`src/rtl/qsys_led_sequencer.sv`:
```
// RGB LED pattern generator driving an Avalon-ST LED sink: ramp, breathe, static and off modes.
// Optional build macro LEDSEQ_GAMMA_EN squares ramp levels ((v*v)>>CH_W) ahead of the output register.
//
// state   | meaning
// ST_UP   | level increments on each tick until it reaches MAX
// ST_DOWN | level decrements on each tick until it reaches 0
module qsys_led_sequencer #(
  parameter int CH_W    = 8,
  parameter int PRESC_W = 19
) (
  input  logic                csi_MCLK_clk,
  input  logic                rsi_MRST_reset_n,
  input  logic [1:0]          coe_MODE_sel,
  input  logic                coe_RUN_en,
  input  logic [3*CH_W-1:0]   coe_STATIC_rgb,
  output logic [3*CH_W-1:0]   aso_LEDS_data,
  output logic                aso_LEDS_valid,
  input  logic                aso_LEDS_ready
);

  typedef enum logic {ST_UP, ST_DOWN} state_t;
  typedef enum logic [1:0] {CH_R, CH_G, CH_B} ch_t;

  localparam logic [CH_W-1:0] LVL_MAX  = '1;
  localparam logic [CH_W-1:0] LVL_ZERO = '0;

  state_t              state_q, state_d;
  ch_t                 ch_q, ch_d;
  logic [CH_W-1:0]     level_q, level_d;
  logic [PRESC_W-1:0]  presc_q, presc_d;
  logic [1:0]          mode_q, mode_d;
  logic [3*CH_W-1:0]   data_d;
  logic                valid_d;
  logic                stall;
  logic                adv;
  logic [3*CH_W-1:0]   hold_val;

  function automatic logic [CH_W-1:0] shape(input logic [CH_W-1:0] v);
`ifdef LEDSEQ_GAMMA_EN
    logic [2*CH_W-1:0] sq;
    sq = v * v;
    return sq[2*CH_W-1:CH_W];
`else
    return v;
`endif
  endfunction

  function automatic logic [3*CH_W-1:0] ramp_val(input logic [CH_W-1:0] lvl, input ch_t ch,
                                                 input logic breathe);
    logic [CH_W-1:0] g;
    g = shape(lvl);
    if (breathe) return {g, g, g};
    case (ch)
      CH_R:    return {g, LVL_ZERO, LVL_ZERO};
      CH_G:    return {LVL_ZERO, g, LVL_ZERO};
      default: return {LVL_ZERO, LVL_ZERO, g};
    endcase
  endfunction

  assign stall    = aso_LEDS_valid & ~aso_LEDS_ready;
  assign adv      = coe_RUN_en & ~stall;
  assign hold_val = (mode_q == 2'd2) ? coe_STATIC_rgb : '0;

  always_comb begin
    state_d = state_q;
    ch_d    = ch_q;
    level_d = level_q;
    presc_d = presc_q;
    mode_d  = mode_q;
    data_d  = aso_LEDS_data;
    valid_d = aso_LEDS_valid & ~aso_LEDS_ready;

    if (coe_MODE_sel != mode_q) begin
      // mode switch restarts the pattern and overrides any pending beat, even under stall
      mode_d  = coe_MODE_sel;
      state_d = ST_UP;
      ch_d    = CH_R;
      level_d = '0;
      presc_d = '0;
      data_d  = (coe_MODE_sel == 2'd2) ? coe_STATIC_rgb : '0;
      valid_d = 1'b1;
    end else if (adv) begin
      presc_d = presc_q + 1'b1;
      if (&presc_q) begin
        if (!mode_q[1]) begin
          case (state_q)
            ST_UP: begin
              level_d = level_q + 1'b1;
              if (level_d == LVL_MAX) state_d = ST_DOWN;
            end
            default: begin
              level_d = level_q - 1'b1;
              if (level_d == LVL_ZERO) begin
                state_d = ST_UP;
                if (mode_q == 2'd0) begin
                  case (ch_q)
                    CH_R:    ch_d = CH_G;
                    CH_G:    ch_d = CH_B;
                    default: ch_d = CH_R;
                  endcase
                end
              end
            end
          endcase
          data_d  = ramp_val(level_d, ch_q, mode_q[0]);
          valid_d = 1'b1;
        end else if (hold_val != aso_LEDS_data) begin
          data_d  = hold_val;
          valid_d = 1'b1;
        end
      end
    end
  end

  always_ff @(posedge csi_MCLK_clk or negedge rsi_MRST_reset_n) begin
    if (!rsi_MRST_reset_n) begin
      state_q        <= ST_UP;
      ch_q           <= CH_R;
      level_q        <= '0;
      presc_q        <= '0;
      mode_q         <= 2'd0;
      aso_LEDS_data  <= '0;
      aso_LEDS_valid <= 1'b0;
    end else begin
      state_q        <= state_d;
      ch_q           <= ch_d;
      level_q        <= level_d;
      presc_q        <= presc_d;
      mode_q         <= mode_d;
      aso_LEDS_data  <= data_d;
      aso_LEDS_valid <= valid_d;
    end
  end

endmodule

```
`config.mk`:
```
export PLATFORM = sky130hd
export DESIGN_NAME = qsys_led_sequencer
export DESIGN_NICKNAME = d
export VERILOG_FILES = /design/src/rtl/qsys_led_sequencer.sv
export SDC_FILE = /design/constraint.sdc
export NUM_CORES = 1
export LEC_CHECK = 0
export ABC_CLOCK_PERIOD_IN_PS = 2650
export CAP_MARGIN = 10
export CORE_MARGIN = 1.5
export CORE_UTILIZATION = 53
export DETAILED_ROUTE_END_ITERATION = 8
export PLACE_DENSITY = 0.78
export SLEW_MARGIN = 20
export SYNTH_ARGS = -nofsm -noshare
export SYNTH_HDL_FRONTEND = slang
export SYNTH_SLANG_ARGS = --single-unit
```
`constraint.sdc`:
```
create_clock -name csi_MCLK_clk -period 2.65 [get_ports csi_MCLK_clk]
set_input_delay 0.53 -clock csi_MCLK_clk [delete_from_list [all_inputs] [get_ports csi_MCLK_clk]]
set_output_delay 0.53 -clock csi_MCLK_clk [all_outputs]
set_load 0.01 [all_outputs]
```
# After elaboration in Yosys (flattened, before gate mapping)

Index checks and enable logic that the tools add are counted.

Register bits: 57
Latch bits: 0
RAM bits: 0
ROM bits: 0
Bits of input ports: 30
Output and inout port bits: 25
Memories kept: 0

Add/subtract/negate cells: 3
$mul: 0
Divide/modulo/power cells: 0
$lt $le $gt $ge: 0
Equality and inequality tests: 8
Shift-type cells: 0
Multiplexer cells: 42
Bitwise logic cells: 4
Reductions and logical operators: 12

Operator list:

| kind                                                                   | count |
|---|---|
| 24-bit two-way mux                                                     | 9 |
| 24-bit case mux with 2 select lines                                    | 1 |
| 8-bit two-way mux                                                      | 5 |
| 19-bit two-way mux                                                     | 2 |
| 24-bit != test                                                         | 1 |
| 19-bit by 1-bit adder with 19-bit output (second input constant)       | 1 |
| 19-bit AND reduction                                                   | 1 |
| 1-bit two-way mux                                                      | 17 |
| 2-bit two-way mux                                                      | 7 |
| 2-bit nonzero test                                                     | 5 |
| 8-bit by 1-bit adder with 8-bit output (second input constant)         | 1 |
| 8-bit equality test (second input constant)                            | 1 |
| 8-bit zero test                                                        | 1 |
| 8-bit by 1-bit subtractor with 8-bit output (second input constant)    | 1 |
| 3-bit AND reduction                                                    | 2 |
| 6-bit AND reduction                                                    | 1 |
| 2-bit equality test (second input constant)                            | 2 |
| 2-bit zero test                                                        | 2 |
| 2-bit case mux with 2 select lines                                     | 1 |
| 3-bit by 1-bit != test with 1-bit output (second input constant)       | 1 |
| 1-bit AND                                                              | 2 |
| 2-bit by 1-bit equality test with 1-bit output (second input constant) | 1 |
| 2-bit by 1-bit != test with 1-bit output (second input constant)       | 1 |
| 2-bit != test                                                          | 1 |
| 1-bit NOT                                                              | 2 |

# Logic depth before layout (Yosys ltp)

Gate-level depths: netlist of the first run.

Depth in word-level cells: 11
Mapped depth: 10
Gate-level depth less buffers: 9

# Worst setup path before layout of the first run

No wires, ideal clock.

Path type: in2reg
Start point: input coe_RUN_en
End point: register aso_LEDS_data[10]
Arrival: 2.205 ns
Data required time: 2.525 ns
Path slack: 0.320 ns
Cell stages on the path: 8
Cells stage by stage: inv_1 nor3_2 nand2_1 nor3_2 nor2_1 a41oi_4 buf_6 mux2_4

Cells in the longest elaborated chain, start to end: 3

RTL lines:

| what                          | line | source |
|---|---|---|
| start: declaration            | 14   | `input logic coe_RUN_en,` |
| 1-bit AND                     | 61   | `assign adv = coe_RUN_en & ~stall;` |
| 2-bit nonzero test (no line)  | -    |  |
| 3-bit AND reduction (no line) | -    |  |
| end signal: assignment        | 130  | `aso_LEDS_data <= data_d;` |
| end: declaration              | 16   | `output logic [3*CH_W-1:0] aso_LEDS_data,` |

No other way between the ends.
A chain may end at the register's enable or synchronous reset.

# Worst setup path after layout of the first run

Start point: input coe_STATIC_rgb[5]
End point: register aso_LEDS_data[17]

Cells in the longest elaborated chain, start to end: 4

RTL lines:

| what                                               | line | source |
|---|---|---|
| start: declaration                                 | 15   | `input logic [3*CH_W-1:0] coe_STATIC_rgb,` |
| 24-bit two-way mux                                 | 62   | `assign hold_val = (mode_q == 2'd2) ? coe_STATIC_rgb : '0;` |
| 24-bit != test                                     | 107  | `end else if (hold_val != aso_LEDS_data) begin` |
| 3-bit by 1-bit != test with 1-bit output (no line) | -    |  |
| 3-bit AND reduction (no line)                      | -    |  |

No other way between the ends.

==> results of run 1 <==
==> report_power, final <==
group | total (uW) | leakage, uW | switching (uW) | internal [uW]
combinational | 467 | 0.00123 | 207 | 261
sequential | 953 | 0.000774 | 50.8 | 902
clock | 918 | 0.000111 | 349 | 569
==> routing by layer <==
layer / routed length [um] / GRT usage / vias to the layer above
met1: 4195 / 0.3488 / 1674
met3: 611 / 0.04739 / 27
met2: 4785 / 0.4616 / 127
met4: 265 / 0.1173 / 0
met5: 0 / 0 / -
li1: - / - / 1582
==> placed cells by master (no fill, tap or decap), types with 3 or more instances in the layout <==
master and instances:
nor4bb_4 3, nand3_1 13, mux2_2 6, clkdlybuf4s50_1 49
nor4_1 3, buf_4 41, nor4bb_1 6, and2_1 3
nor3_2 3, xor2_1 14, nor4bb_2 3, clkbuf_8 11
a31oi_1 14, and3_1 7, nand4_1 6, mux2_4 20
inv_1 6, mux2i_1 3, o21ai_0 14, nor2_1 55
nand2_1 30, a22o_1 21, nor3_1 8, dfrtp_1 57
xnor2_1 27, ha_1 5, o32ai_1 11, a21oi_1 7
o31ai_1 4, dlymetal6s2s_1 4
==> logic make-up (layout without fill, tap and decap cells) <==
logic type,after synthesis,after routing
AND/OR/NAND/NOR,152,152
AO/OA/AOI/OAI,76,76
flip-flops,57,57
XOR/XNOR,41,41
multiplexers,29,29
buffers and inverters,29,117
adder cells (fa/ha/maj),5,5
==> per-stage QoR <==
stage | worst slack, ps | setup TNS (ps)
after floorplan | 320.2 | 0
after CTS | 31.75 | 0
final | 38.72 | 0
after global routing | -6.819 | -20.10
after global placement | -196.2 | -4613
after detailed placement | -276.9 | -6456
==> flip-flops by register name (all words and copies together), names as in the netlist <==
signal / count
level_q: 8
aso_LEDS_valid: 1
presc_q: 19
state_q: 1
mode_q: 2
ch_q: 2
aso_LEDS_data: 24
==> area by class of cell <==
class	instances	area [sq um]	area share
Clock inverter	3	65.06	0.01321
Clock buffer	11	151.4	0.03073
Multi-Input combinational cell	303	2247	0.4562
Tap cell	96	120.1	0.02438
Sequential cell	57	1426	0.2896
Timing Repair Buffer	97	893.4	0.1814
Inverter	6	22.52	0.004572
==> critical path, delay by kind of cell <==
kind | cells | cell delay [ps]
buffers and inverters | 2 | 780
and+or+nand+nor | 3 | 710
muxes | 1 | 310
AOI/OAI and AO/OA | 3 | 490
==> what timing repair did <==
item	4_1_cts	5_1_grt
gates resized for setup	1	14
hold endpoints to repair	0	0
pin swaps	2	4
setup endpoints to repair	22	24
==> how the worst max path moves through the flow <==
stage,start,end
floorplan,coe_RUN_en,aso_LEDS_data[10]
global placement,coe_STATIC_rgb[10],aso_LEDS_data[19]
detailed placement,coe_STATIC_rgb[10],aso_LEDS_data[17]
CTS,coe_STATIC_rgb[9],aso_LEDS_data[17]
global route,coe_STATIC_rgb[7],aso_LEDS_data[17]
finish,coe_STATIC_rgb[5],aso_LEDS_data[17]
==> results.md, run 1 <==
Synthesis:
- By area, the combinational part of the netlist is dominated by simple AND/OR/NAND/NOR gates.
- The mux share of post-synthesis cell area is 0.1067.
- The adder-cell share of the synthesized area is 0.01678.
- The synthesis-stage register bit count is 57.
- For this run, the leading register cell type out of synthesis is dfrtp_1.
- The share of the Yosys chip area taken by registers is 0.3827.
- For this run, asynchronously set or reset flops after synthesis account for 1.000.
- By instance count, the leading cell after synthesis is dfrtp_1.
- The post-synthesis instance total is 389.
- Yosys attributes the largest share of cell area to dfrtp_1 38%, mux2_4 8.1%, xnor2_1 6.3%.
- The synthesized-area fraction occupied by ao, oa, aoi and oai cells was 0.1514.
- Counting flops with a built-in enable in the synthesized netlist gives 0.
- The area fraction of the dominant cell type after synthesis is 0.3827.
- The total number of yosys warnings is 0.
- The number of nets in the synthesized netlist is 424.
- The netlist uses 41 different library cells.
- A synthesized cell averages 9.582 sq um.
- Of the total synthesized cell area, the portion taken by XOR and XNOR cells is 0.09634.
- The simple-gate portion of the synthesized area is 0.2095.
- The library cell occupying the most area in the post-synthesis netlist is dfrtp_1.
- After synthesis, the most frequently instantiated cells are 57 x dfrtp_1, 55 x nor2_1, 30 x nand2_1.
- The cell area after synthesis is 3727 sq um.

Setup path:
- The highest cell delay on the worst timing path is 570 ps.
- The depth of the most critical reg-to-reg path is 9.
- The worst setup path is launched from an input pin.
- The kind of capture point of the worst setup path is a flip-flop.
- For the worst setup path, the data required time is 2860 ps.
- The start of the worst register-to-register path is mode_q[0].
- Along the worst path, the maximum fanout reaches 24.
- The critical path in this run is classified as input pin to flip-flop.
- The reg-to-reg endpoint is aso_LEDS_data[17].
- The worst path arrival time is 2830 ps.
- The critical path goes through clkdlybuf4s50_1, nor4bb_2, a31oi_1, o32ai_1, nand4_1, nor3_4, a41oi_4, buf_12, mux2_4.
- The critical-path cell with the highest stage delay is clkdlybuf4s50_1.
- The slack of the worst reg-to-reg path is 120 ps.

Clocking:
- Buffers inserted to repair hold after CTS numbered 0.
- Clock tree synthesis inserted a total of 9 buffers.
- TritonCTS built the clock tree.
- Clock tree synthesis selected as its root buffer the cell clkbuf_8.
- The number of H-tree branching levels is 3.
- After clock tree synthesis, the clock-pin slew on the worst setup and hold paths is 70 ps.
- The later pin in the worst-skew pair is clocked with a latency of 330 ps.
- The post-CTS setup buffer count is 0.
- The clock net in this run drives a total of 57 sinks.
- The maximum clock path buffer count is 2.

Global routing:
- Across every metal layer, demand over resource in global routing totals 0.2748.
- The first-pass GRT wire length is 16.08 mm.
- The total grt overflow is 0.
- Entering global routing, the biggest net connects 58 pins.
- The number of antenna violations at the first check in global routing is 0.
- The via count of the first global-routing pass is 3368.

Layout:
- The repair_antennas step left the layout with diodes totalling 0.
- The post-layout utilization of the core is 0.7250.
- Of the cells placed in the final design, the portion with a size suffix greater than 1 is 0.2034.
- For this run, the number of standard cells in the final layout without fillers is 573.
- The post-layout instance area is 4926 sq um.
- The filler cell count in the final layout is 496.
- The number of nets in the finished design is 509.
- Relative to the synthesized area, the layout overhead comes to 32.16%.

Route:
- The routed wire length is 9.858 mm.
- In the routed design, unresolved DRC markers number 0.
- After detailed routing, the average wire length per cell comes to 17.20 um.
- The post-detailed-route count of antenna-violating nets is 0.
- After detailed routing, the number of vias per cell comes to 5.951.
- The first detailed-routing pass ran for 4 iterations.
- For this block, the via count after detailed routing is 3410.
- For this block, the initial DRC count from the detailed router was 217.

Worst hold path:
- The min-delay analysis places its worst path in the category input pin to async pin.

Timing:
- The number of slew-limit violations in the final report came to 0.
- The final critical-path share of the clock period is 0.9854.
- The clock period minus final worst setup slack is 2611 ps.
- The clock skew is 7.981 ps.
- The worst pin sits at a relative slew slack of 0.2719.
- The final setup violation count is 0.
- For the pin with the worst max-slew slack, the measured transition is 1084 ps.
- The count of endpoints failing hold in the final timing report was 0.
- The highest clock rate is 0.3830 GHz.
- The final-layout worst hold slack is 333.4 ps.

Floorplanning:
- The die is 86.86 um tall.
- The count of standard-cell rows is 30.
- The number of top-level design ports is 55.
- The initial utilization of the core area, before any placement, comes to 0.5486.
- The floorplan step defined a core boundary enclosing 6794 sq um.
- In this run the horizontal extent of the chip is 86.86 um.
- The area of the die is 7545 sq um.

Placement:
- Routability-driven placement finished with a final weighted congestion of 0.8552.
- The placed wire-length estimate after detailed placement is 6.773 mm.
- The area after detailed placement is 4617 sq um.
- After detailed placement, the design holds a cell count of 559.
- The number of input and output port buffers inserted is 54.

Pwr:
- The maximum resistive drop on vdd is 0.4356 mV.
- The power density normalized to cell area is 474.6 nW/um^2.
- The reported leakage power is 0.002112 uW.
- The total power is 2338 uW.

Job:
- Max-cap violations in this run came to 0.

Status:
- The flow ran to the end, and the final reports show no timing, DRC or antenna violations.
No activity file was read; power rests on OpenSTA's default activity.
==> run 2: changes to the inputs <==
--- a/config.mk
+++ b/config.mk
@@ -5,9 +5,9 @@
 export SDC_FILE = /design/constraint.sdc
 export NUM_CORES = 1
 export LEC_CHECK = 0
+export ABC_AREA = 0
 export ABC_CLOCK_PERIOD_IN_PS = 2650
 export CAP_MARGIN = 10
-export CORE_MARGIN = 1.5
 export CORE_UTILIZATION = 53
 export DETAILED_ROUTE_END_ITERATION = 8
 export PLACE_DENSITY = 0.78
==> results.md, run 2 (synthesis gave the netlist of run 1 again) <==
Status:
- The run finished with clean final reports.

Floorplanning:
- The area of the placeable core is 6794 sq um.
- The initial core utilization is 0.5486.
- The floorplan step set the die height to 85.86 um.
- The number of top-level design ports is 55.
- The count of standard-cell rows is 30.
- The die width is 85.86 um.
- The area of the die is 7372 sq um.

Route:
- The number of vias after detailed routing is 3281.
- Dividing the detail-routed wire length by the instance count gives 15.67 um.
- The initial DRC count is 146.
- The routed wire length is 9.008 mm.
- The post-detailed-route count of antenna-violating nets is 0.
- The via density per instance is 5.706.
- The DRC violation count after routing is 0.
- The total iterations of the first detailed-routing run is 6.

Placement:
- In this run the tool buffered the top-level ports with 54 buffer cells.
- The congestion estimate from routability-driven global placement came to 0.8625.
- Once detailed placement completed, the half-perimeter wirelength came to 6.572 mm.
- Before CTS, the worst setup slack after placement is -261.7 ps.

Pwr:
- The total power is 2228 uW.
- The maximum resistive drop on vdd is 0.2835 mV.
- The power density normalized to cell area is 459.4 nW/um^2.
- Summed over all cells, the static leakage comes to 0.002065 uW.

Layout:
- The area growth from synthesis to layout is 30.14%.
- Across the whole layout, storage elements account for 1426 sq um.
- The filler cell count in the final layout is 515.
- The net count of the finished layout is 510.
- The top register by number of flip-flops is aso_LEDS_data.
- The antenna diode count is 0.
- The flip-flop count of the largest register after layout is 24.
- The combined area of the multi-input logic cells is 2183 sq um.
- Of the cells placed in the final design, the portion with a size suffix greater than 1 is 0.1921.
- The most frequent standard cell in the layout excluding fill and tap cells is dfrtp_1.
- The largest registers in the layout are aso_LEDS_data: 24 flops, presc_q: 19 flops, level_q: 8 flops.
- Leaving out fill and tap cells, the most frequent cells in the layout are 57 x dfrtp_1, 55 x nor2_1, 53 x clkdlybuf4s50_1.

Clocking:
- For this design, the sink count on the clock tree is 57.
- The number of gates resized after CTS is 0.
- The clock input transition at the sequential cells of the worst setup and hold paths is 70 ps.
- Counting the buffers created by CTS gives 9.
- The clock latency reported for the late side of the worst-skew pair is 340 ps.
- The post-CTS setup buffer count is 0.
- The H-tree generated during clock tree synthesis spans 3 levels.
- The clock root buffer is clkbuf_8.
- In this run, post-CTS hold repair placed 0 buffers.
- The maximum clock path buffer count is 2.
- The TritonCTS clock tree is built.

Setup path:
- Of all nets on the critical path, the largest fanout is 18.
- The critical path is of the input pin to flip-flop type.
- STA classifies the critical path startpoint as an input pin.
- The highest cell delay on the worst timing path is 550 ps.
- The slowest stage of the critical path is the clkdlybuf4s50_1 cell.
- For the worst setup path, the data required time is 2870 ps.
- STA classifies the critical path endpoint as a flip-flop.
- Walking the worst path, the cells encountered are clkdlybuf4s50_1, nor4bb_1, a31oi_1, o32ai_1, nand4_1, nor3_4, a41oi_4, buf_12, mux2_4.
- STA puts the critical path data arrival time at 2790 ps.

Global routing:
- The total grt overflow is 0.
- The global routing usage summed across all routing layers is 0.2710.
- Entering global routing, the biggest net connects 44 pins.
- The number of antenna violations at the first check in global routing is 0.
- The via count of the first global-routing pass is 3206.
- The first-pass GRT wire length is 15.30 mm.

Timing:
- Final hold analysis gives a worst-case slack of 326.2 ps.
- In this run the tightest slew margin relative to its limit is 0.3004.
- For the pin with the worst max-slew slack, the measured transition is 1041 ps.
- Clock skew on the completed layout was measured at 10.84 ps.
- The total negative slack for setup checks is 0 ps.
- The number of slew-limit violations in the final report came to 0.
- Of the available clock period, the critical path in the final layout requires 0.9676.
- Setup repair after global routing left no endpoint under its margin.
- The final setup violation count is 0.
- Derived from the worst setup path, the maximum achievable clock frequency is 0.3900 GHz.
- After layout, the minimum clock period comes to 2564 ps.
- The post-layout worst setup margin is 85.80 ps.
- The count of endpoints failing hold in the final timing report is 0.

Worst hold path:
- The tightest min-delay check is of the input pin to async pin type.

Job:
- The number of maximum-capacitance constraint violations is 0.
run 2: changes by cell type in the layout (fill, tap and decap cells not counted), sizes merged:
cell,previous run,this run
bufinv,2,1
clkbuf,11,12
clkinv,1,2
buf,44,45
clkdlybuf4s50,49,53
dlymetal6s2s,4,0
run 2: cell type report:
| cell class | count | area share |
|---|---|---|
| multi-input combinational | 303 | 0.4501 |
| sequential | 57 | 0.2940 |
| timing repair buffer | 98 | 0.1862 |
| clock buffer | 12 | 0.03198 |
| tap | 96 | 0.02476 |
| clock inverter | 3 | 0.008254 |
| inverter | 6 | 0.004643 |
run 2: path summary, 6_finish.rpt:
check / depth (start not counted) / slack, ps / start / end
worst min register to register: 2 / 540 / presc_q[7] / presc_q[7]
worst min-delay path: 1 / 330 / rsi_MRST_reset_n / aso_LEDS_data[3]
max in group asynchronous: 2 / 1560 / rsi_MRST_reset_n / aso_LEDS_data[12]
worst max-delay path: 9 / 90 / coe_STATIC_rgb[3] / aso_LEDS_data[12]
worst max register to register: 9 / 170 / mode_q[0] / aso_LEDS_data[12]
min in group csi_MCLK_clk: 2 / 540 / presc_q[7] / presc_q[7]
run 2: power breakdown:
group	internal, uW	switching [uW]	total [uW]
sequential	902	47.1	949
clock	477	345	823
combinational	258	198	456
total	1640	591	2230
run 2: per-stage QoR:
step,cells,utilization,cell area [sq um]
2_1_floorplan,389,-,3727
6_report,575,0.7140,4851
5_1_grt,575,0.7140,4851
3_5_place_dp,560,0.6825,4637
4_1_cts,575,0.7112,4832
3_3_place_gp,560,0.6825,4637
run 2: worst max-delay path, delay by kind of cell:
family          cells  cell delay [ps]
buf+inv             2              750
simple gates        3              760
mux                 1              300
compound gates      3              450
run 2: layer usage:
layer / share of wire / global-route usage / wire length, um / vias up
li1: - / - / - / 1591
met1: 0.45 / 0.3436 / 4017 / 1566
met2: 0.48 / 0.4408 / 4327 / 108
met3: 0.051 / 0.06256 / 461 / 16
met4: 0.022 / 0.1258 / 201 / 0
met5: 0 / 0 / 0 / -
==> run 3: changes to the inputs <==
--- a/config.mk
+++ b/config.mk
@@ -11,6 +11,7 @@
 export CORE_UTILIZATION = 53
 export DETAILED_ROUTE_END_ITERATION = 8
 export PLACE_DENSITY = 0.78
+export REMOVE_ABC_BUFFERS = 1
 export SLEW_MARGIN = 20
 export SYNTH_ARGS = -nofsm -noshare
 export SYNTH_HDL_FRONTEND = slang
==> results.md, run 3 (synthesis gave the netlist of run 1 again) <==
Route:
- The final routed wire length divided by cell count is 16.24 um.
- The number of vias after detailed routing is 3314.
- The total iterations of the first detailed-routing run is 4.
- In this run the remaining antenna-violating nets after routing total 0.
- The routed wire length is 9.370 mm.
- After the first detailed-routing iteration, the DRC count stood at 178.
- The DRC violation count after routing is 0.
- Dividing the detail-routed via count by the number of cells gives 5.744.

Pwr:
- The maximum resistive drop on vdd is 0.3859 mV.
- The fraction of power consumed by the clock network is 0.396.
- The power density normalized to cell area is 476.5 nW/um^2.
- The portion of total power attributed to combinational logic is 0.197.
- The sequential share of power is 0.408.
- Cell internal power was estimated by the tool at 1712 uW.
- The fraction of power spent switching nets is 0.2642.
- The reported leakage power is 0.002078 uW.
- The analysis attributes to net switching a power of 614.7 uW.
- The total power is 2327 uW.

Timing:
- The worst pin sits at a relative slew slack of 0.3280.
- At the pin with the least slew margin, the transition time is 1000 ps.
- The post-layout worst setup margin is 71.92 ps.
- The final critical-path share of the clock period is 0.9729.
- The count of endpoints failing hold in the final timing report came to 0.
- The clock skew is 10.21 ps.
- Setup violations remaining at the end of the flow were counted as 0.
- The clock period minus final worst setup slack is 2578 ps.
- The highest clock rate is 0.3879 GHz.
- The number of slew-limit violations in the final report is 0.

Floorplanning:
- The area of the placeable core is 6794 sq um.
- From left edge to right edge, the die measures 85.86 um.
- The die covers 7372 sq um.
- Pin placement for this block handled 55 I/O pins.
- The initial core utilization is 0.5486.
- The chip height is 85.86 um.
- The initialized floorplan defines 30 standard-cell rows.

Setup path:
- The endpoint identified for the worst register-to-register timing path is aso_LEDS_data[1].
- STA classifies the critical path endpoint as a flip-flop.
- The top fanout value on the critical path is 6.
- The end point of the critical path is aso_LEDS_data[1].
- The depth of the most critical reg-to-reg path is 9.
- The cell class contributing the biggest share of worst-path delay is simple AND/OR/NAND/NOR gates.
- The start of the worst register-to-register path is mode_q[0].
- The worst setup path is of the input pin to flip-flop kind.
- Tracing the worst setup path back leads to its startpoint at coe_STATIC_rgb[10].
- The required time at the endpoint of the critical path is 2870 ps.
- The signal on the critical path passes through clkdlybuf4s50_1, nor4bb_2, a31oi_1, o32ai_1, nand4_1, nor3_4, a41oi_4, buf_4, mux2_4.
- The critical-path cell with the highest stage delay is clkdlybuf4s50_1.
- The critical path runs through a total of 9 cells.
- The worst register-to-register path has a setup slack of 230 ps.
- The worst setup path is launched from an input pin.
- The highest cell delay on the worst timing path is 540 ps.
- For the worst setup path, the data arrival time is 2800 ps.
- Counting both buffers and inverters, the worst setup path holds a total of 2.

Global routing:
- For this run, the total global-route usage over all layers was measured as 0.2702.
- The via count of the first global-routing pass is 3156.
- After global routing the overflow that remains totals 0.
- The number of antenna violations at the first check in global routing is 0.
- The largest net degree at the start of global routing is 27.
- The first global-routing pass estimated 15.37 mm of wire.

Placement:
- OpenSTA, run right after detailed placement, puts the worst setup slack at -292.3 ps.
- The number of input and output port buffers inserted is 54.
- The HPWL after detailed placement is 6.833 mm.
- The final estimated routing congestion in global placement is 0.8660.

Layout:
- The proportion of layout cells with a drive suffix above 1 is 0.1996.
- The register with the most flip-flops in the layout has 24 of them.
- In the layout the commonest cells are 57 x dfrtp_1, 55 x nor2_1, 53 x clkdlybuf4s50_1.
- At the end of the flow, the number of nets in the layout was 511.
- Counting flops per register, the top entry is aso_LEDS_data.
- The library cell used most frequently in the layout, excluding fill and tap cells, is dfrtp_1.
- In the final layout, the registers with the most flip-flops are aso_LEDS_data: 24 flops, presc_q: 19 flops, level_q: 8 flops.
- Relative to the synthesized area, the layout overhead comes to 31.02%.
- The antenna diode count is 0.

Clocking:
- TritonCTS built the clock tree.
- The number of H-tree branching levels is 3.
- The maximum clock path buffer count is 2.
- The number of buffers inserted during clock tree synthesis is 9.
- The later pin in the worst-skew pair is clocked with a latency of 340 ps.
- Clock tree synthesis selected as its root buffer the cell clkbuf_8.
- The hold buffer count at CTS is 0.
- Counting every sink on the clock net gives 57.
- The clock input transition at the sequential cells of the worst setup and hold paths is 70 ps.

Job:
- The number of maximum-capacitance constraint violations is 0.

Status:
- The run finished with clean final reports.

Worst hold path:
- The min-delay analysis places its worst path in the category input pin to async pin.
==> run 3: worst min path at each step <==
| stage | to | depth (start not counted) |
|---|---|---|
| 6_report | aso_LEDS_data[14] | 1 |
| 5_1_grt | aso_LEDS_data[0] | 1 |
| 4_1_cts | aso_LEDS_data[18] | 1 |
| 3_5_place_dp | presc_q[9] | 2 |
| 3_3_place_gp | presc_q[7] | 2 |
| 2_1_floorplan | aso_LEDS_data[0] | 0 |
==> run 3: power by group through the flow <==
stage / Sequential, uW / Clock [uW] / Combinational, uW
floorplan: 968 / 0 / 201
global placement: 961 / 0 / 441
detailed placement: 963 / 0 / 451
CTS: 947 / 931 / 454
global route: 953 / 972 / 491
finish: 949 / 920 / 458
==> run 3: metal layers <==
layer / global-route usage / share of wire / routed length [um] / up-vias
met4: 0.08636 / 0.014 / 131 / 0
met3: 0.05486 / 0.051 / 478 / 12
li1: - / - / - / 1590
met1: 0.3686 / 0.47 / 4393 / 1613
met2: 0.4336 / 0.47 / 4367 / 99
met5: 0 / 0 / 0 / -
==> run 3: final cells by class <==
cell class	count	area (sq um)
sequential	57	1426
clock inverter	5	78.83
inverter	6	22.52
tap	96	120.1
timing repair buffer	99	898.4
fill	506	1911
clock buffer	11	141.4
multi-input combinational	303	2196
==> run 3: through the flow <==
stage                     TNS [ps]  cells  cell area [sq um]  hold slack, ps    util
final                            0    577               4883           188.2  0.7188
after global routing        -27.77    577               4883           238.6  0.7188
after CTS                        0    576               4845           188.1  0.7131
after detailed placement     -6822    560               4624           520.5  0.6807
after global placement       -4779    560               4624           512.0  0.6807
after floorplan              -1751    366               3613           234.4       -
==> run 3: what timing repair did <==
| item | CTS | global route |
|---|---|---|
| setup endpoints to repair | 0 | 24 |
| hold endpoints to repair | 0 | 0 |
| gates resized for setup | 0 | 4 |
| buffers inserted | 0 | 1 |
